--- config.mk ---
export PLATFORM = sky130hd
export DESIGN_NAME = sfif_cr
export DESIGN_NICKNAME = d
export VERILOG_FILES = /design/src/rtl/sfif_cr_pkg.sv /design/src/rtl/sfif_cr_cnt.sv /design/src/rtl/sfif_cr.sv
export SDC_FILE = /design/constraint.sdc
export NUM_CORES = 1
export LEC_CHECK = 0
export CAP_MARGIN = 15
export CORE_ASPECT_RATIO = 1.5
export CORE_UTILIZATION = 40
export DETAILED_ROUTE_END_ITERATION = 16
export MAX_ROUTING_LAYER = met4
export SLEW_MARGIN = 20
export SYNTH_ARGS = -nofsm -noshare
export SYNTH_HDL_FRONTEND = slang
export SYNTH_SLANG_ARGS = --single-unit
export TNS_END_PERCENT = 20
--- constraint.sdc ---
create_clock -name clk_125 -period 5.4 [get_ports clk_125]
set_input_delay 0.54 -clock clk_125 [delete_from_list [all_inputs] [get_ports clk_125]]
set_output_delay 0.54 -clock clk_125 [all_outputs]
set_load 0.1 [all_outputs]
--- src/rtl/sfif_cr_pkg.sv ---
// Shared definitions for the SFIF receive-side credit release block.
package sfif_cr_pkg;

   // TLP class encodings as presented on tlp_type; 2'b11 is reserved.
   localparam logic [1:0] TLP_P   = 2'b00;
   localparam logic [1:0] TLP_NP  = 2'b01;
   localparam logic [1:0] TLP_CPL = 2'b10;

   // Posted-data release state machine.
   typedef enum logic [1:0] {
      IDLE  = 2'b00,
      ACCUM = 2'b01,
      DRAIN = 2'b10
   } pd_state_e;

   // Data credits (16 bytes each) for a payload of len DW; len 0 means 1024 DW.
   function automatic logic [8:0] data_credits(input logic [9:0] len);
      logic [10:0] sum_v;
      sum_v = {1'b0, len} + 11'd3;
      if (len == 10'd0) begin
         data_credits = 9'd256;
      end else begin
         data_credits = sum_v[10:2];
      end
   endfunction

endpackage

--- src/rtl/sfif_cr_cnt.sv ---
// Saturating pending-credit counter: adds up to 256 and removes at most one per cycle.
module sfif_cr_cnt
   import sfif_cr_pkg::*;
#(
   parameter int CNT_W = 12
) (
   input  logic             clk_125,
   input  logic             rst,
   input  logic [8:0]       inc,
   input  logic             dec,
   output logic [CNT_W-1:0] cnt,
   output logic             nonzero,
   output logic             sat
);

   localparam logic [CNT_W:0] MAX_C  = {1'b0, {CNT_W{1'b1}}};
   localparam logic [CNT_W:0] ZERO_C = {(CNT_W+1){1'b0}};
   localparam logic [CNT_W:0] ONE_C  = {{CNT_W{1'b0}}, 1'b1};

   logic [CNT_W-1:0] cnt_r;
   logic [CNT_W-1:0] cnt_nxt_s;
   logic [CNT_W:0]   sum_s;
   logic [CNT_W:0]   diff_s;

   // Net the arrival and the return, then clamp at full scale.
   always_comb begin
      sum_s   = {1'b0, cnt_r} + {{(CNT_W-8){1'b0}}, inc};
      nonzero = (sum_s != ZERO_C);
      if (dec && nonzero) begin
         diff_s = sum_s - ONE_C;
      end else begin
         diff_s = sum_s;
      end
      if (diff_s > MAX_C) begin
         sat       = 1'b1;
         cnt_nxt_s = MAX_C[CNT_W-1:0];
      end else begin
         sat       = 1'b0;
         cnt_nxt_s = diff_s[CNT_W-1:0];
      end
   end

   // Pending-credit state register.
   always_ff @(posedge clk_125 or posedge rst) begin
      if (rst) begin
         cnt_r <= {CNT_W{1'b0}};
      end else begin
         cnt_r <= cnt_nxt_s;
      end
   end

   assign cnt = cnt_r;

endmodule

--- src/rtl/sfif_cr.sv ---
// Receive flow-control credit release: returns consumed-TLP credits as one-credit pulses,
// batching posted-data credits to limit UpdateFC traffic.
module sfif_cr
   import sfif_cr_pkg::*;
#(
   parameter int PD_BATCH  = 8,
   parameter int FLUSH_CYC = 64,
   parameter int CNT_W     = 12
) (
   input  logic       clk_125,
   input  logic       rst,
   input  logic       tlp_done,
   input  logic [1:0] tlp_type,
   input  logic       tlp_has_data,
   input  logic [9:0] tlp_len,
   output logic       ph_cr,
   output logic       pd_cr,
   output logic       nph_cr,
   output logic       npd_cr,
   output logic       pend_empty,
   output logic       cr_overflow
);

   localparam int             TMR_W   = (FLUSH_CYC > 1) ? $clog2(FLUSH_CYC) : 1;
   localparam logic [TMR_W-1:0] TMR_END = TMR_W'(FLUSH_CYC - 1);
   localparam logic [TMR_W-1:0] TMR_ONE = {{(TMR_W-1){1'b0}}, 1'b1};
   localparam logic [CNT_W:0] BATCH_C = (CNT_W+1)'(PD_BATCH);
   localparam logic [CNT_W:0] ZERO_C  = {(CNT_W+1){1'b0}};
   localparam logic [CNT_W:0] ONE_C   = {{CNT_W{1'b0}}, 1'b1};
   localparam logic [CNT_W-1:0] CZ_C  = {CNT_W{1'b0}};

   logic [8:0]       inc_ph_s, inc_pd_s, inc_nph_s, inc_npd_s;
   logic [CNT_W-1:0] cnt_ph_s, cnt_pd_s, cnt_nph_s, cnt_npd_s;
   logic             nz_ph_s, nz_pd_s, nz_nph_s, nz_npd_s;
   logic             sat_ph_s, sat_pd_s, sat_nph_s, sat_npd_s;
   logic             dec_pd_s;
   logic [CNT_W:0]   pd_sum_s;
   logic             empty_nxt_s;

   pd_state_e        state_r, state_nxt_s;
   logic [TMR_W-1:0] timer_r, timer_nxt_s;

   logic ph_cr_r, pd_cr_r, nph_cr_r, npd_cr_r, pend_empty_r, cr_overflow_r;

   // Decode the consumed TLP into per-type credit increments.
   always_comb begin
      inc_ph_s  = 9'd0;
      inc_pd_s  = 9'd0;
      inc_nph_s = 9'd0;
      inc_npd_s = 9'd0;
      if (tlp_done) begin
         case (tlp_type)
            TLP_P: begin
               inc_ph_s = 9'd1;
               if (tlp_has_data) begin
                  inc_pd_s = data_credits(tlp_len);
               end else begin
                  inc_pd_s = 9'd0;
               end
            end
            TLP_NP: begin
               inc_nph_s = 9'd1;
               if (tlp_has_data) begin
                  inc_npd_s = 9'd1;
               end else begin
                  inc_npd_s = 9'd0;
               end
            end
            default: begin
               inc_ph_s = 9'd0;
            end
         endcase
      end else begin
         inc_ph_s = 9'd0;
      end
   end

   sfif_cr_cnt #(.CNT_W(CNT_W)) u_ph (
      .clk_125(clk_125), .rst(rst), .inc(inc_ph_s), .dec(nz_ph_s),
      .cnt(cnt_ph_s), .nonzero(nz_ph_s), .sat(sat_ph_s));
   sfif_cr_cnt #(.CNT_W(CNT_W)) u_pd (
      .clk_125(clk_125), .rst(rst), .inc(inc_pd_s), .dec(dec_pd_s),
      .cnt(cnt_pd_s), .nonzero(nz_pd_s), .sat(sat_pd_s));
   sfif_cr_cnt #(.CNT_W(CNT_W)) u_nph (
      .clk_125(clk_125), .rst(rst), .inc(inc_nph_s), .dec(nz_nph_s),
      .cnt(cnt_nph_s), .nonzero(nz_nph_s), .sat(sat_nph_s));
   sfif_cr_cnt #(.CNT_W(CNT_W)) u_npd (
      .clk_125(clk_125), .rst(rst), .inc(inc_npd_s), .dec(nz_npd_s),
      .cnt(cnt_npd_s), .nonzero(nz_npd_s), .sat(sat_npd_s));

   // Posted-data batching: the drain begins on the same edge that meets the
   // batch/flush condition, so the first pd_cr shows up one cycle later.
   always_comb begin
      pd_sum_s    = {1'b0, cnt_pd_s} + {{(CNT_W-8){1'b0}}, inc_pd_s};
      state_nxt_s = state_r;
      timer_nxt_s = timer_r;
      dec_pd_s    = 1'b0;
      case (state_r)
         IDLE: begin
            timer_nxt_s = {TMR_W{1'b0}};
            if (pd_sum_s != ZERO_C) begin
               state_nxt_s = ACCUM;
            end else begin
               state_nxt_s = IDLE;
            end
         end
         ACCUM: begin
            if ((pd_sum_s >= BATCH_C) || (timer_r == TMR_END)) begin
               dec_pd_s = 1'b1;
               if (pd_sum_s <= ONE_C) begin
                  state_nxt_s = IDLE;
                  timer_nxt_s = {TMR_W{1'b0}};
               end else begin
                  state_nxt_s = DRAIN;
               end
            end else begin
               timer_nxt_s = timer_r + TMR_ONE;
               state_nxt_s = ACCUM;
            end
         end
         DRAIN: begin
            dec_pd_s = 1'b1;
            if (pd_sum_s <= ONE_C) begin
               state_nxt_s = IDLE;
               timer_nxt_s = {TMR_W{1'b0}};
            end else begin
               state_nxt_s = DRAIN;
            end
         end
         default: begin
            state_nxt_s = IDLE;
            timer_nxt_s = {TMR_W{1'b0}};
         end
      endcase
      empty_nxt_s = (cnt_ph_s == CZ_C)  && (inc_ph_s == 9'd0)  &&
                    (cnt_pd_s == CZ_C)  && (inc_pd_s == 9'd0)  &&
                    (cnt_nph_s == CZ_C) && (inc_nph_s == 9'd0) &&
                    (cnt_npd_s == CZ_C) && (inc_npd_s == 9'd0);
   end

   // FSM, timer and registered credit pulses / status.
   always_ff @(posedge clk_125 or posedge rst) begin
      if (rst) begin
         state_r       <= IDLE;
         timer_r       <= {TMR_W{1'b0}};
         ph_cr_r       <= 1'b0;
         pd_cr_r       <= 1'b0;
         nph_cr_r      <= 1'b0;
         npd_cr_r      <= 1'b0;
         pend_empty_r  <= 1'b1;
         cr_overflow_r <= 1'b0;
      end else begin
         state_r       <= state_nxt_s;
         timer_r       <= timer_nxt_s;
         ph_cr_r       <= nz_ph_s;
         pd_cr_r       <= dec_pd_s & nz_pd_s;
         nph_cr_r      <= nz_nph_s;
         npd_cr_r      <= nz_npd_s;
         pend_empty_r  <= empty_nxt_s;
         cr_overflow_r <= cr_overflow_r | sat_ph_s | sat_pd_s | sat_nph_s | sat_npd_s;
      end
   end

   assign ph_cr       = ph_cr_r;
   assign pd_cr       = pd_cr_r;
   assign nph_cr      = nph_cr_r;
   assign npd_cr      = npd_cr_r;
   assign pend_empty  = pend_empty_r;
   assign cr_overflow = cr_overflow_r;

endmodule

==> impl_metrics.prom, run 1 <==
# TYPE chip_impl_metric gauge
chip_impl_info{name="cts_tree",value="yes"} 1
chip_impl_info{name="path_cells",value="clkdlybuf4s50_1 > nor2b_1 > nor2b_1 > nand3_1 > or2_2 > inv_1 > ha_1 > a211oi_1 > o211ai_1 > a311oi_1 > a31o_1 > nand4_2 > o21ai_1 > inv_2 > mux2_1 > nand2_1"} 1
chip_impl_metric{name="synth-warning-count",unit=""} 0
chip_impl_info{name="timing.critical_path.mode_cell",value="sky130_fd_sc_hd__nor2b_1"} 1
chip_impl_metric{name="maxSlewViolCount",unit=""} 0
chip_impl_metric{name="fp-row-count",unit=""} 51
chip_impl_metric{name="detailedRoute.firstPassIterationCount",unit=""} 4
chip_impl_metric{name="n_fill_cell",unit=""} 1274
chip_impl_metric{name="post-cts-setup-buffer-count",unit=""} 0
chip_impl_metric{name="vdd_ir_max",unit="mV"} 0.205
chip_impl_info{name="synth-main-ff-cell",value="sky130_fd_sc_hd__dfrtp_1"} 1
chip_impl_metric{name="final.min_clock_period",unit="ps"} 4360
chip_impl_metric{name="cts_max_level",unit=""} 3
chip_impl_info{name="hold_path_class",value="flop to flop"} 1
chip_impl_metric{name="sequential_power_share",unit=""} 0.331
chip_impl_metric{name="placed_cells",unit=""} 799
chip_impl_metric{name="fraction_of_power_consumed_by_the_clock_network",unit=""} 0.251
chip_impl_metric{name="switching_share_of_power",unit=""} 0.414
chip_impl_metric{name="post_cts.resized_instances",unit=""} 0
chip_impl_metric{name="detailed_route_wl",unit="µm"} 13200
chip_impl_metric{name="post_cts_hold_buffer_count",unit=""} 0
chip_impl_metric{name="final_critical_path_setup_slack",unit="ps"} 1040
chip_impl_info{name="synthMostInstantiatedCell",value="sky130_fd_sc_hd__nand2_1"} 1
chip_impl_info{name="path_class",value="input port to flop"} 1
chip_impl_metric{name="pre_cts_slack",unit="ps"} 738
chip_impl_metric{name="timing.setup.tns",unit="ps"} 0
chip_impl_metric{name="synthesis.nets",unit=""} 686
chip_impl_metric{name="comb_power_share",unit=""} 0.418
chip_impl_metric{name="die_h",unit="µm"} 142
chip_impl_metric{name="core_area",unit="mm²"} 0.0129
chip_impl_metric{name="die_w",unit="µm"} 95.7
chip_impl_info{name="cpMaxStageDelayCell",value="sky130_fd_sc_hd__clkdlybuf4s50_1"} 1
chip_impl_info{name="synth_top_cell_by_area",value="sky130_fd_sc_hd__dfrtp_1"} 1
chip_impl_metric{name="place_hpwl",unit="µm"} 10000
chip_impl_metric{name="gpl.final_weighted_congestion",unit=""} 0.900
chip_impl_metric{name="cts_buffer_depth",unit=""} 2
chip_impl_metric{name="via_to_cell_ratio",unit=""} 5.76
chip_impl_metric{name="async_flop_share",unit=""} 1.00
chip_impl_metric{name="finished_layout_cell_area",unit="mm²"} 0.00590
chip_impl_metric{name="worstPathRequired",unit="ps"} 5660
chip_impl_metric{name="detailed_place.area",unit="mm²"} 0.00555
chip_impl_metric{name="vias",unit=""} 4696
chip_impl_metric{name="layout-drive-gt1-share",unit=""} 0.0610
chip_impl_metric{name="finish.cell_count_without_fillers",unit=""} 815
chip_impl_metric{name="synth_cells",unit=""} 643
chip_impl_metric{name="postSynthRegisterBits",unit=""} 62
chip_impl_metric{name="grt_first_pass_wirelength",unit="µm"} 22300
chip_impl_metric{name="cap_violations",unit=""} 0
chip_impl_metric{name="via_count_of_the_first_global_routing_pass",unit=""} 4770
chip_impl_metric{name="setup-violations-final",unit=""} 0
chip_impl_metric{name="ys_seq_area_frac",unit=""} 0.295
chip_impl_metric{name="number_of_antenna_violations_at_the_first_check_in_global_routing",unit=""} 0
chip_impl_metric{name="achievable-frequency",unit="MHz"} 229
chip_impl_metric{name="drc_marker_count_from_the_first_detailed_route_iteration",unit=""} 220
chip_impl_metric{name="finalHoldViolations",unit=""} 0
chip_impl_metric{name="floorplan.die_area",unit="mm²"} 0.0136
chip_impl_metric{name="final_clock_period_utilization_by_the_worst_path",unit=""} 0.808
chip_impl_metric{name="seq_area",unit="mm²"} 0.00155
chip_impl_metric{name="mappedNetlistArea",unit="mm²"} 0.00526
chip_impl_metric{name="fin_worst_skew",unit="ps"} 8.08
chip_impl_metric{name="power_report.internal_total",unit="mW"} 1.61
chip_impl_metric{name="synth_top_area_share",unit=""} 0.290
chip_impl_metric{name="clock_sinks",unit=""} 62
chip_impl_metric{name="insertion_delay",unit="ps"} 330
chip_impl_info{name="outcome",value="complete, no violations"} 1
chip_impl_metric{name="timing.critical_path.fanout_max",unit=""} 9
chip_impl_metric{name="design.final.nets",unit=""} 694
chip_impl_metric{name="multi_input_comb_area",unit="mm²"} 0.00349
chip_impl_metric{name="start_util",unit=""} 0.408
chip_impl_metric{name="totalPowerFinal",unit="mW"} 2.74
chip_impl_metric{name="drt-wirelength-per-cell",unit="µm"} 16.2
chip_impl_metric{name="cts.reportedPaths.clkPinSlew",unit="ps"} 50
chip_impl_metric{name="syn-mean-instance-area",unit="µm²"} 8.18
chip_impl_metric{name="antenna_diode_count",unit=""} 0
chip_impl_metric{name="worst-slew-pin-transition",unit="ps"} 989
chip_impl_metric{name="cts_buffers",unit=""} 9
chip_impl_metric{name="synthDistinctLibCells",unit=""} 74
chip_impl_info{name="post_synth_main_area_contributors",value="sky130_fd_sc_hd__dfrtp_1 (29%), sky130_fd_sc_hd__xnor2_1 (7.7%), sky130_fd_sc_hd__ha_1 (6.2%), sky130_fd_sc_hd__nand2_1 (5.3%), sky130_fd_sc_hd__xor2_1 (5.0%)"} 1
chip_impl_info{name="startpoint_types",value="input port"} 1
chip_impl_metric{name="synth_enable_flop_cells",unit=""} 0
chip_impl_metric{name="power_switching",unit="mW"} 1.14
chip_impl_metric{name="globalRouteOverflowTotal",unit=""} 0
chip_impl_metric{name="boundaryPins",unit=""} 22
chip_impl_metric{name="max_slew_margin",unit=""} 0.338
chip_impl_metric{name="cpPeakStageDelay",unit="ps"} 440
chip_impl_info{name="cts.root.buffer_cell",value="sky130_fd_sc_hd__clkbuf_16"} 1
chip_impl_info{name="most_instantiated_cells_after_synthesis",value="sky130_fd_sc_hd__nand2_1 (75), sky130_fd_sc_hd__dfrtp_1 (61), sky130_fd_sc_hd__nor2_1 (47)"} 1
chip_impl_info{name="worstSetupEndpointType",value="flop"} 1
chip_impl_metric{name="overall_global_routing_usage",unit=""} 0.217
chip_impl_metric{name="drt.antenna.violating_nets",unit=""} 0
chip_impl_metric{name="hold_slack",unit="ps"} 515
chip_impl_info{name="unrepaired_setup_endpoints_after_global_routing",value="false"} 1
chip_impl_metric{name="buffer_ports.inserted",unit=""} 21
chip_impl_metric{name="power_density",unit="mW/mm²"} 465
chip_impl_metric{name="layout.core_utilization",unit=""} 0.458
chip_impl_metric{name="crit_arrival",unit="ps"} 4620
chip_impl_metric{name="power.static_leakage",unit="nW"} 2.52
chip_impl_metric{name="detail_route.drc_violations",unit=""} 0
chip_impl_metric{name="largest_net_degree_at_the_start_of_global_routing",unit=""} 63
chip_impl_metric{name="area_growth_syn_to_layout",unit="%"} 12.1
==> registers in the layout, indices dropped and copies added (netlist names) <==
register	cells
u_npd.cnt	12
state_r	2
ph_cr	1
timer_r	6
npd_cr	1
pd_cr	1
nph_cr	1
u_nph.cnt	12
u_pd.cnt	12
pend_empty	1
u_ph.cnt	12
cr_overflow	1
==> per-layer routing <==
metal / part of all wire / GRT usage / vias to the layer above
met5: 0 / - / -
met2: 0.51 / 0.370 / 83
met1: 0.44 / 0.251 / 2263
met4: 0.023 / 0.0809 / 0
li1: - / - / 2324
met3: 0.032 / 0.0369 / 26
==> power by group through the flow <==
stage / sequential, mW / clock, mW / combinational (mW)
floorplan: 0.744 / 0 / 1.08
global placement: 0.906 / 0 / 1.11
detailed placement: 0.914 / 0 / 1.13
CTS: 0.907 / 0.705 / 1.15
global route: 0.943 / 0.723 / 1.31
finish: 0.909 / 0.688 / 1.15
==> worst paths after layout <==
check | from | end | slack [ps] | cells past startpoint
worst max-delay path | tlp_done | u_pd.cnt[1] | 1040 | 16
worst min-delay path | cr_overflow | cr_overflow | 510 | 2
worst max register to register | u_nph.cnt[0] | u_nph.cnt[5] | 2210 | 11
worst min register to register | cr_overflow | cr_overflow | 510 | 2
max in group asynchronous | rst | u_pd.cnt[9] | 4100 | 3
min in group asynchronous | rst | u_nph.cnt[8] | 760 | 3
==> placed cells by master (no fill, tap or decap), types with 13 or more instances in the layout <==
master	netlist	final
sky130_fd_sc_hd__nand2_1	75	75
sky130_fd_sc_hd__dfrtp_1	61	61
sky130_fd_sc_hd__nor2_1	47	47
sky130_fd_sc_hd__xnor2_1	46	46
sky130_fd_sc_hd__nor3_1	34	34
sky130_fd_sc_hd__nand3_1	30	30
sky130_fd_sc_hd__xor2_1	30	30
sky130_fd_sc_hd__a21oi_1	30	30
sky130_fd_sc_hd__o21ai_0	26	26
sky130_fd_sc_hd__ha_1	26	26
sky130_fd_sc_hd__inv_1	22	21
sky130_fd_sc_hd__clkdlybuf4s50_1	0	21
sky130_fd_sc_hd__nor4_1	16	16
sky130_fd_sc_hd__and3_1	16	16
sky130_fd_sc_hd__nand4_1	13	13
==> layout make-up <==
class,count,share of cell area
Clock buffer,13,0.0441
Clock inverter,3,0.0153
Inverter,23,0.0146
Multi-Input combinational cell,532,0.591
Sequential cell,62,0.263
Tap cell,159,0.0337
Timing Repair Buffer,23,0.0382
==> cells by family (layout without fill, tap and decap cells) <==
kind of cell               Yosys count  in the layout  synth area share
buffers and inverters               49             62            0.0423
AOI/OAI and AO/OA                  127            127             0.160
muxes                               10             10            0.0212
and+or+nand+nor                    292            292             0.290
xor gates and xnor gates            76             76             0.126
adders and majority gates           27             27            0.0656
DFF                                 62             62             0.295
==> worst max-delay path, delay by kind of cell <==
family                   cells  cell delay [ps]
AO/OA/AOI/OAI                5             1460
AND/OR/NAND/NOR              6             1450
buffers and inverters        3              600
multiplexers                 1              310
adder cells (fa/ha/maj)      1              230
Note: power is estimated with default switching activity, not from simulation.
==> run 2, diff against run 1 <==
==> constraint.sdc (replaced) <==
create_clock -name clk_125 -period 4.2 [get_ports clk_125]
set_input_delay 0.42 -clock clk_125 [delete_from_list [all_inputs] [get_ports clk_125]]
set_output_delay 0.42 -clock clk_125 [all_outputs]
set_load 0.1 [all_outputs]
==> run 2 against run 1 <==
Effect of this change:
- worst setup slack got worse by 720 ps
- total power increased by 24%
- combinational power increased by 35%
- final cell count increased by 4.2%
- via count rose by 3.5%
- first-iteration DRC count is 9.5% lower
- critical path type unchanged
- largest power group unchanged
==> impl_metrics.prom, run 2 (same netlist as run 1, synthesis figures left out) <==
# TYPE chip_impl_metric gauge
chip_impl_info{name="outcome",value="complete, no violations"} 1
chip_impl_info{name="startpoint_types",value="input port"} 1
chip_impl_info{name="unrepaired_setup_endpoints_after_global_routing",value="false"} 1
chip_impl_metric{name="totalPowerFinal",unit="mW"} 3.40
chip_impl_metric{name="sequential_power_share",unit=""} 0.345
chip_impl_info{name="cpMaxStageDelayCell",value="sky130_fd_sc_hd__clkdlybuf4s50_1"} 1
chip_impl_info{name="path_cells",value="clkdlybuf4s50_1 > nor4_1 > nand3_1 > nand3_1 > buf_4 > nor2_1 > ha_1 > nor2b_1 > o31ai_1 > buf_4 > a21oi_1 > o31ai_2 > and3_1 > a211oi_1 > a21oi_1 > buf_4 > o211ai_1"} 1
chip_impl_metric{name="globalRouteOverflowTotal",unit=""} 0
chip_impl_metric{name="vias",unit=""} 4862
chip_impl_metric{name="design.final.nets",unit=""} 730
chip_impl_metric{name="cts_buffer_depth",unit=""} 2
chip_impl_metric{name="die_h",unit="µm"} 142
chip_impl_metric{name="gpl.final_weighted_congestion",unit=""} 0.919
chip_impl_metric{name="maxSlewViolCount",unit=""} 0
chip_impl_metric{name="post_cts_hold_buffer_count",unit=""} 0
chip_impl_metric{name="post-cts-setup-buffer-count",unit=""} 0
chip_impl_metric{name="drt-wirelength-per-cell",unit="µm"} 16.1
chip_impl_metric{name="timing.setup.tns",unit="ps"} 0
chip_impl_metric{name="timing.critical_path.fanout_max",unit=""} 8
chip_impl_metric{name="worstPathBufferInverterCount",unit=""} 4
chip_impl_metric{name="hold_slack",unit="ps"} 513
chip_impl_metric{name="final.min_clock_period",unit="ps"} 3880
chip_impl_info{name="hold_path_class",value="flop to flop"} 1
chip_impl_info{name="layout_commonest_cell",value="sky130_fd_sc_hd__nand2_1"} 1
chip_impl_metric{name="floorplan.die_area",unit="mm²"} 0.0136
chip_impl_metric{name="place_hpwl",unit="µm"} 10600
chip_impl_info{name="cts.root.buffer_cell",value="sky130_fd_sc_hd__clkbuf_16"} 1
chip_impl_metric{name="power.static_leakage",unit="nW"} 2.66
chip_impl_metric{name="largest_net_degree_at_the_start_of_global_routing",unit=""} 42
chip_impl_metric{name="drc_marker_count_from_the_first_detailed_route_iteration",unit=""} 199
chip_impl_metric{name="drt.antenna.violating_nets",unit=""} 0
chip_impl_metric{name="comb_power_share",unit=""} 0.456
chip_impl_metric{name="worst-slew-pin-transition",unit="ps"} 973
chip_impl_metric{name="cts.reportedPaths.clkPinSlew",unit="ps"} 50
chip_impl_metric{name="switching_share_of_power",unit=""} 0.436
chip_impl_metric{name="fin_worst_skew",unit="ps"} 8.30
chip_impl_metric{name="achievable-frequency",unit="MHz"} 258
chip_impl_metric{name="overall_global_routing_usage",unit=""} 0.222
chip_impl_metric{name="core_area",unit="mm²"} 0.0129
chip_impl_metric{name="setup-violations-final",unit=""} 0
chip_impl_metric{name="fraction_of_power_consumed_by_the_clock_network",unit=""} 0.199
chip_impl_info{name="final_cell_mix",value="sky130_fd_sc_hd__nand2_1 (75), sky130_fd_sc_hd__dfrtp_1 (61), sky130_fd_sc_hd__nor2_1 (47)"} 1
chip_impl_metric{name="layout-drive-gt1-share",unit=""} 0.110
chip_impl_metric{name="detailedRoute.firstPassIterationCount",unit=""} 5
chip_impl_metric{name="boundaryPins",unit=""} 22
chip_impl_metric{name="power_report.internal_total",unit="mW"} 1.92
chip_impl_metric{name="crit_arrival",unit="ps"} 4090
chip_impl_metric{name="via_to_cell_ratio",unit=""} 5.73
chip_impl_metric{name="final_clock_period_utilization_by_the_worst_path",unit=""} 0.924
chip_impl_metric{name="layout.core_utilization",unit=""} 0.472
chip_impl_metric{name="insertion_delay",unit="ps"} 340
chip_impl_metric{name="start_util",unit=""} 0.408
chip_impl_metric{name="area_growth_syn_to_layout",unit="%"} 15.7
chip_impl_info{name="cp_top_family",value="compound AO/OA/AOI/OAI gates"} 1
chip_impl_metric{name="cts_buffers",unit=""} 9
chip_impl_metric{name="detail_route.drc_violations",unit=""} 0
chip_impl_info{name="cts_tree",value="yes"} 1
chip_impl_info{name="timing.critical_path.mode_cell",value="sky130_fd_sc_hd__buf_4"} 1
chip_impl_info{name="worstSetupEndpointType",value="flop"} 1
chip_impl_metric{name="antenna_diode_count",unit=""} 0
chip_impl_metric{name="detailed_route_wl",unit="µm"} 13700
chip_impl_metric{name="fp-row-count",unit=""} 51
chip_impl_metric{name="number_of_antenna_violations_at_the_first_check_in_global_routing",unit=""} 0
chip_impl_metric{name="die_w",unit="µm"} 95.7
chip_impl_metric{name="buffer_ports.inserted",unit=""} 21
chip_impl_metric{name="via_count_of_the_first_global_routing_pass",unit=""} 4653
chip_impl_metric{name="worstPathRequired",unit="ps"} 4400
chip_impl_metric{name="clock_sinks",unit=""} 62
chip_impl_metric{name="max_slew_margin",unit=""} 0.349
chip_impl_metric{name="cpPeakStageDelay",unit="ps"} 530
chip_impl_metric{name="power_switching",unit="mW"} 1.48
chip_impl_metric{name="cap_violations",unit=""} 0
chip_impl_metric{name="power_density",unit="mW/mm²"} 558
chip_impl_metric{name="cts_max_level",unit=""} 3
chip_impl_metric{name="vdd_ir_max",unit="mV"} 0.193
chip_impl_info{name="path_class",value="input port to flop"} 1
chip_impl_metric{name="grt_first_pass_wirelength",unit="µm"} 22600
chip_impl_metric{name="finalHoldViolations",unit=""} 0
[run 2: changes by cell type in the layout (fill, tap and decap cells not counted)]
| cell | delta |
|---|---|
| sky130_fd_sc_hd__buf_4 | +36 |
| sky130_fd_sc_hd__bufinv_16 | -3 |
| sky130_fd_sc_hd__clkinv_2 | +2 |
| sky130_fd_sc_hd__a21boi_0 | -1 |
| sky130_fd_sc_hd__a21boi_1 | +1 |
| sky130_fd_sc_hd__a311oi_1 | -1 |
| sky130_fd_sc_hd__a311oi_2 | +1 |
| sky130_fd_sc_hd__clkbuf_8 | -1 |
| sky130_fd_sc_hd__nor3b_1 | -1 |
| sky130_fd_sc_hd__nor3b_2 | +1 |
[run 2: cell type report]
class	instances	area, µm²
timing repair buffer	59	495
sequential	62	1550
fill	1250	6800
clock buffer	12	246
multi-input combinational	532	3500
inverter	23	86.3
tap	159	199
clock inverter	2	10.0
[run 2: worst paths after layout]
path	to	depth (start not counted)	startpoint	slack (ps)
max	u_pd.cnt[3]	17	tlp_len[3]	320
min	cr_overflow	2	cr_overflow	510
max reg2reg	u_nph.cnt[5]	11	u_nph.cnt[0]	990
min reg2reg	cr_overflow	2	cr_overflow	510
max in group asynchronous	timer_r[5]	3	rst	2740
min in group asynchronous	u_ph.cnt[3]	2	rst	610
[run 2: worst register-to-register path, delay by kind of cell (launching register included)]
family,cells,cell delay (ps)
AND/OR/NAND/NOR,2,990
adder cells (fa/ha/maj),3,690
multiplexers,2,480
AO/OA/AOI/OAI,3,450
flip-flops,1,400
buffers and inverters,1,70
[run 2: power groups by stage]
stage / Clock [mW] / Combinational [mW] / Sequential [mW]
5_1_grt: 0.724 / 1.74 / 1.21
6_report: 0.677 / 1.55 / 1.17
4_1_cts: 0.694 / 1.55 / 1.17
3_5_place_dp: 0 / 1.53 / 1.18
2_1_floorplan: 0 / 1.38 / 0.957
3_3_place_gp: 0 / 1.50 / 1.16
[run 2: through the flow]
step	worst slack (ps)	std cells	cell area (µm²)
after global placement	34.6	835	5820
after global routing	24.4	849	6090
after CTS	283	849	6080
after detailed placement	-20.7	835	5820
after floorplan	698	643	5260
final	319	849	6090
[run 2: metal layers]
metal  vias to the layer above  track usage  routed length (µm)
li1                       2393            -                   -
met1                      2323        0.259                5870
met2                       116        0.375                6990
met3                        30       0.0251                 454
met4                         0        0.101                 380
met5                         -            -                   0
[run 2: what timing repair did]
action,CTS,global route
resized for setup,0,3
endpoints found under the hold margin,0,0
endpoints found under the setup margin,0,8
==> run 3, diff against run 2 <==
--- a/config.mk
+++ b/config.mk
@@ -13,5 +13,6 @@
 export SLEW_MARGIN = 20
 export SYNTH_ARGS = -nofsm -noshare
 export SYNTH_HDL_FRONTEND = slang
+export SYNTH_HIERARCHICAL = 1
 export SYNTH_SLANG_ARGS = --single-unit
 export TNS_END_PERCENT = 20
==> run 3 against run 2 <==
Effect of this change:
- core utilization up 6.6 points
- critical path type unchanged
- synthesized area up 30%
- wire length up 32%
- final area up 48%
- clock skew up 1.4 ps
- sequential power about the same
- critical path depth up 3
- synthesized cell count up 23%
==> impl_metrics.prom, run 3 <==
# TYPE chip_impl_metric gauge
chip_impl_info{name="outcome",value="complete, no violations"} 1
chip_impl_metric{name="start_util",unit=""} 0.408
chip_impl_metric{name="synth_enable_flop_cells",unit=""} 0
chip_impl_metric{name="finalHoldViolations",unit=""} 0
chip_impl_info{name="hold_path_class",value="flop to flop"} 1
chip_impl_metric{name="timing.critical_path.fanout_max",unit=""} 5
chip_impl_info{name="synth_top_cell_by_area",value="sky130_fd_sc_hd__dfrtp_1"} 1
chip_impl_metric{name="cts_max_level",unit=""} 3
chip_impl_metric{name="worst-slew-pin-transition",unit="ps"} 973
chip_impl_metric{name="postSynthRegisterBits",unit=""} 62
chip_impl_metric{name="yosys.area_share.simple",unit=""} 0.242
chip_impl_metric{name="ys_seq_area_frac",unit=""} 0.227
chip_impl_metric{name="multi_input_comb_area",unit="mm²"} 0.00524
chip_impl_metric{name="power_report.internal_total",unit="mW"} 3.47
chip_impl_metric{name="worstPathRequired",unit="ps"} 4460
chip_impl_metric{name="async_flop_share",unit=""} 1.00
chip_impl_info{name="cts.root.buffer_cell",value="sky130_fd_sc_hd__clkbuf_16"} 1
chip_impl_metric{name="cts_buffer_depth",unit=""} 2
chip_impl_metric{name="synth_top_area_share",unit=""} 0.223
chip_impl_info{name="post_synth_main_area_contributors",value="sky130_fd_sc_hd__dfrtp_1 (22%), sky130_fd_sc_hd__ha_1 (11%), sky130_fd_sc_hd__xnor2_1 (4.0%), sky130_fd_sc_hd__a21oi_1 (3.9%), sky130_fd_sc_hd__xor2_1 (3.6%)"} 1
chip_impl_info{name="final_cell_mix",value="sky130_fd_sc_hd__buf_4 (166), sky130_fd_sc_hd__dfrtp_1 (61), sky130_fd_sc_hd__ha_1 (58)"} 1
chip_impl_metric{name="number_of_antenna_violations_at_the_first_check_in_global_routing",unit=""} 0
chip_impl_metric{name="via_count_of_the_first_global_routing_pass",unit=""} 6396
chip_impl_info{name="synthMostInstantiatedCell",value="sky130_fd_sc_hd__dfrtp_1"} 1
chip_impl_metric{name="synth-warning-count",unit=""} 6
chip_impl_metric{name="power_switching",unit="mW"} 3.04
chip_impl_metric{name="clock_sinks",unit=""} 62
chip_impl_metric{name="grt_first_pass_wirelength",unit="µm"} 29800
chip_impl_metric{name="die_h",unit="µm"} 162
chip_impl_info{name="startpoint_types",value="input port"} 1
chip_impl_metric{name="insertion_delay",unit="ps"} 330
chip_impl_metric{name="floorplan.die_area",unit="mm²"} 0.0176
chip_impl_metric{name="achievable-frequency",unit="MHz"} 248
chip_impl_metric{name="design.final.nets",unit=""} 1072
chip_impl_metric{name="power.static_leakage",unit="nW"} 4.16
chip_impl_metric{name="largest_net_degree_at_the_start_of_global_routing",unit=""} 15
chip_impl_metric{name="maxSlewViolCount",unit=""} 0
chip_impl_metric{name="sequential_power_share",unit=""} 0.185
chip_impl_metric{name="detailedRoute.firstPassIterationCount",unit=""} 4
chip_impl_info{name="synth-main-ff-cell",value="sky130_fd_sc_hd__dfrtp_1"} 1
chip_impl_metric{name="setup-violations-final",unit=""} 0
chip_impl_metric{name="fin_worst_skew",unit="ps"} 9.71
chip_impl_metric{name="area_growth_syn_to_layout",unit="%"} 31.8
chip_impl_info{name="most_instantiated_cells_after_synthesis",value="sky130_fd_sc_hd__dfrtp_1 (61), sky130_fd_sc_hd__ha_1 (58), sky130_fd_sc_hd__nand2_1 (58)"} 1
chip_impl_metric{name="switching_share_of_power",unit=""} 0.467
chip_impl_info{name="path_class",value="input port to flop"} 1
chip_impl_metric{name="muxShareOfSynthArea",unit=""} 0.0229
chip_impl_metric{name="comb_power_share",unit=""} 0.712
chip_impl_metric{name="max_slew_margin",unit=""} 0.349
chip_impl_metric{name="syn-mean-instance-area",unit="µm²"} 8.64
chip_impl_metric{name="drc_marker_count_from_the_first_detailed_route_iteration",unit=""} 259
chip_impl_metric{name="power_density",unit="mW/mm²"} 722
chip_impl_metric{name="placed_cells",unit=""} 1184
chip_impl_metric{name="mappedNetlistArea",unit="mm²"} 0.00684
chip_impl_metric{name="final.min_clock_period",unit="ps"} 4030
chip_impl_metric{name="crit_arrival",unit="ps"} 4290
chip_impl_metric{name="buffer_ports.inserted",unit=""} 21
chip_impl_metric{name="place_hpwl",unit="µm"} 14300
chip_impl_metric{name="synthAdderAreaFrac",unit=""} 0.121
chip_impl_info{name="worstSetupEndpointType",value="flop"} 1
chip_impl_metric{name="hold_slack",unit="ps"} 537
chip_impl_metric{name="fp-row-count",unit=""} 58
chip_impl_metric{name="layout-drive-gt1-share",unit=""} 0.282
chip_impl_metric{name="via_to_cell_ratio",unit=""} 5.46
chip_impl_metric{name="n_fill_cell",unit=""} 1553
chip_impl_metric{name="post_synthesis_compound_gate_area_fraction",unit=""} 0.261
chip_impl_info{name="layout_commonest_cell",value="sky130_fd_sc_hd__buf_4"} 1
chip_impl_metric{name="gpl.final_weighted_congestion",unit=""} 0.863
chip_impl_metric{name="synth_cells",unit=""} 792
chip_impl_metric{name="final_clock_period_utilization_by_the_worst_path",unit=""} 0.959
chip_impl_metric{name="core_area",unit="mm²"} 0.0168
chip_impl_metric{name="detail_route.drc_violations",unit=""} 0
chip_impl_metric{name="yosys.area_share.xor_xnor",unit=""} 0.0755
chip_impl_metric{name="synthDistinctLibCells",unit=""} 75
chip_impl_metric{name="overall_global_routing_usage",unit=""} 0.218
chip_impl_info{name="cts_tree",value="yes"} 1
chip_impl_metric{name="cap_violations",unit=""} 0
chip_impl_metric{name="antenna_diode_count",unit=""} 0
chip_impl_metric{name="die_w",unit="µm"} 109
chip_impl_metric{name="cts.reportedPaths.clkPinSlew",unit="ps"} 50
chip_impl_metric{name="vias",unit=""} 6590
chip_impl_metric{name="drt.antenna.violating_nets",unit=""} 0
chip_impl_metric{name="boundaryPins",unit=""} 22
chip_impl_metric{name="vdd_ir_max",unit="mV"} 0.298
chip_impl_metric{name="cts_buffers",unit=""} 9
chip_impl_metric{name="detailed_route_wl",unit="µm"} 18000
chip_impl_metric{name="globalRouteOverflowTotal",unit=""} 0
chip_impl_metric{name="drt-wirelength-per-cell",unit="µm"} 14.9
chip_impl_metric{name="fraction_of_power_consumed_by_the_clock_network",unit=""} 0.103
chip_impl_metric{name="seq_area",unit="mm²"} 0.00155
chip_impl_metric{name="post_cts_hold_buffer_count",unit=""} 0
chip_impl_info{name="main_combinational_cell_family_by_area_after_synthesis",value="compound AO/OA/AOI/OAI gates"} 1
chip_impl_metric{name="layout.core_utilization",unit=""} 0.538
chip_impl_metric{name="finish.cell_count_without_fillers",unit=""} 1206
-- run 3: cell type report --
type                    instances  share of cell area
clock buffers                  10              0.0265
multi-input cells             676               0.581
well taps                     210              0.0291
repair buffers                190               0.166
inverters                      54              0.0225
clock inverters                 4             0.00278
flip-flops and latches         62               0.172
-- run 3: timing repair --
| action | CTS | global route |
|---|---|---|
| hold endpoints to repair | 0 | 0 |
| setup buffers | 4 | 3 |
| resized for setup | 20 | 22 |
| endpoints found under the setup margin | 13 | 50 |
| gates cloned | 1 | 0 |
| pin swaps | 12 | 13 |
-- run 3: through the flow --
step                setup WS [ps]  TNS, ps  power [mW]  instance area, µm²
floorplan                    2.83        0        4.24                6960
global placement             -356    -9770        5.60                8510
detailed placement           -462   -11710        5.63                8510
CTS                          17.9        0        6.37                8880
global route                -55.2     -421        7.06                9020
finish                        170        0        6.51                9020
-- run 3: kinds of logic (layout without fill, tap and decap cells) --
logic type | count (synthesis) | after routing
flops | 62 | 62
other cells | 1 | 27
compound gates | 221 | 221
buf+inv | 80 | 258
xor+xnor | 59 | 59
simple gates | 292 | 292
mux | 14 | 14
fa+ha+maj | 63 | 63
-- run 3: worst paths after layout --
check / startpoint / endpoint / slack, ps / depth (start not counted)
min: timer_r[1] / timer_r[1] / 540 / 1
max reg2reg: u_ph/cnt[0] / u_ph/cnt[7] / 760 / 15
max in group asynchronous: rst / state_r[1] / 3180 / 2
min reg2reg: timer_r[1] / timer_r[1] / 540 / 1
max: tlp_len[5] / u_pd/cnt[2] / 170 / 20
min in group asynchronous: rst / u_nph/cnt[9] / 560 / 2
-- run 3: worst max-delay path: stages --
cell                              delay [ps]
sky130_fd_sc_hd__clkdlybuf4s50_1         490
sky130_fd_sc_hd__inv_1                    80
sky130_fd_sc_hd__nor2_4                  100
sky130_fd_sc_hd__nand3_2                 100
sky130_fd_sc_hd__nor2_2                  140
sky130_fd_sc_hd__xnor2_1                  80
sky130_fd_sc_hd__nor2_1                  150
sky130_fd_sc_hd__ha_1                    280
sky130_fd_sc_hd__nand2_2                  80
sky130_fd_sc_hd__or4b_4                  470
sky130_fd_sc_hd__o22ai_4                 210
sky130_fd_sc_hd__mux2i_2                 280
sky130_fd_sc_hd__nor3_4                   70
sky130_fd_sc_hd__a31oi_2                 150
sky130_fd_sc_hd__and2_4                  180
sky130_fd_sc_hd__nand4_1                 150
sky130_fd_sc_hd__nand4bb_1               260
sky130_fd_sc_hd__mux2_4                  350
sky130_fd_sc_hd__buf_2                   160
sky130_fd_sc_hd__nand2_1                  70
-- run 3: metal layers --
metal	routed length (µm)	track usage	vias up
li1	-	-	3321
met1	7510	0.245	3139
met2	9600	0.395	100
met3	469	0.0269	30
met4	439	0.0676	0
met5	0	-	-
-- run 3: power by group through the flow --
stage / Sequential, mW / Clock, mW / Combinational (mW)
3_5_place_dp: 1.22 / 0 / 4.41
2_1_floorplan: 1.04 / 0 / 3.20
6_report: 1.20 / 0.672 / 4.63
4_1_cts: 1.21 / 0.682 / 4.49
3_3_place_gp: 1.21 / 0 / 4.38
5_1_grt: 1.24 / 0.709 / 5.10
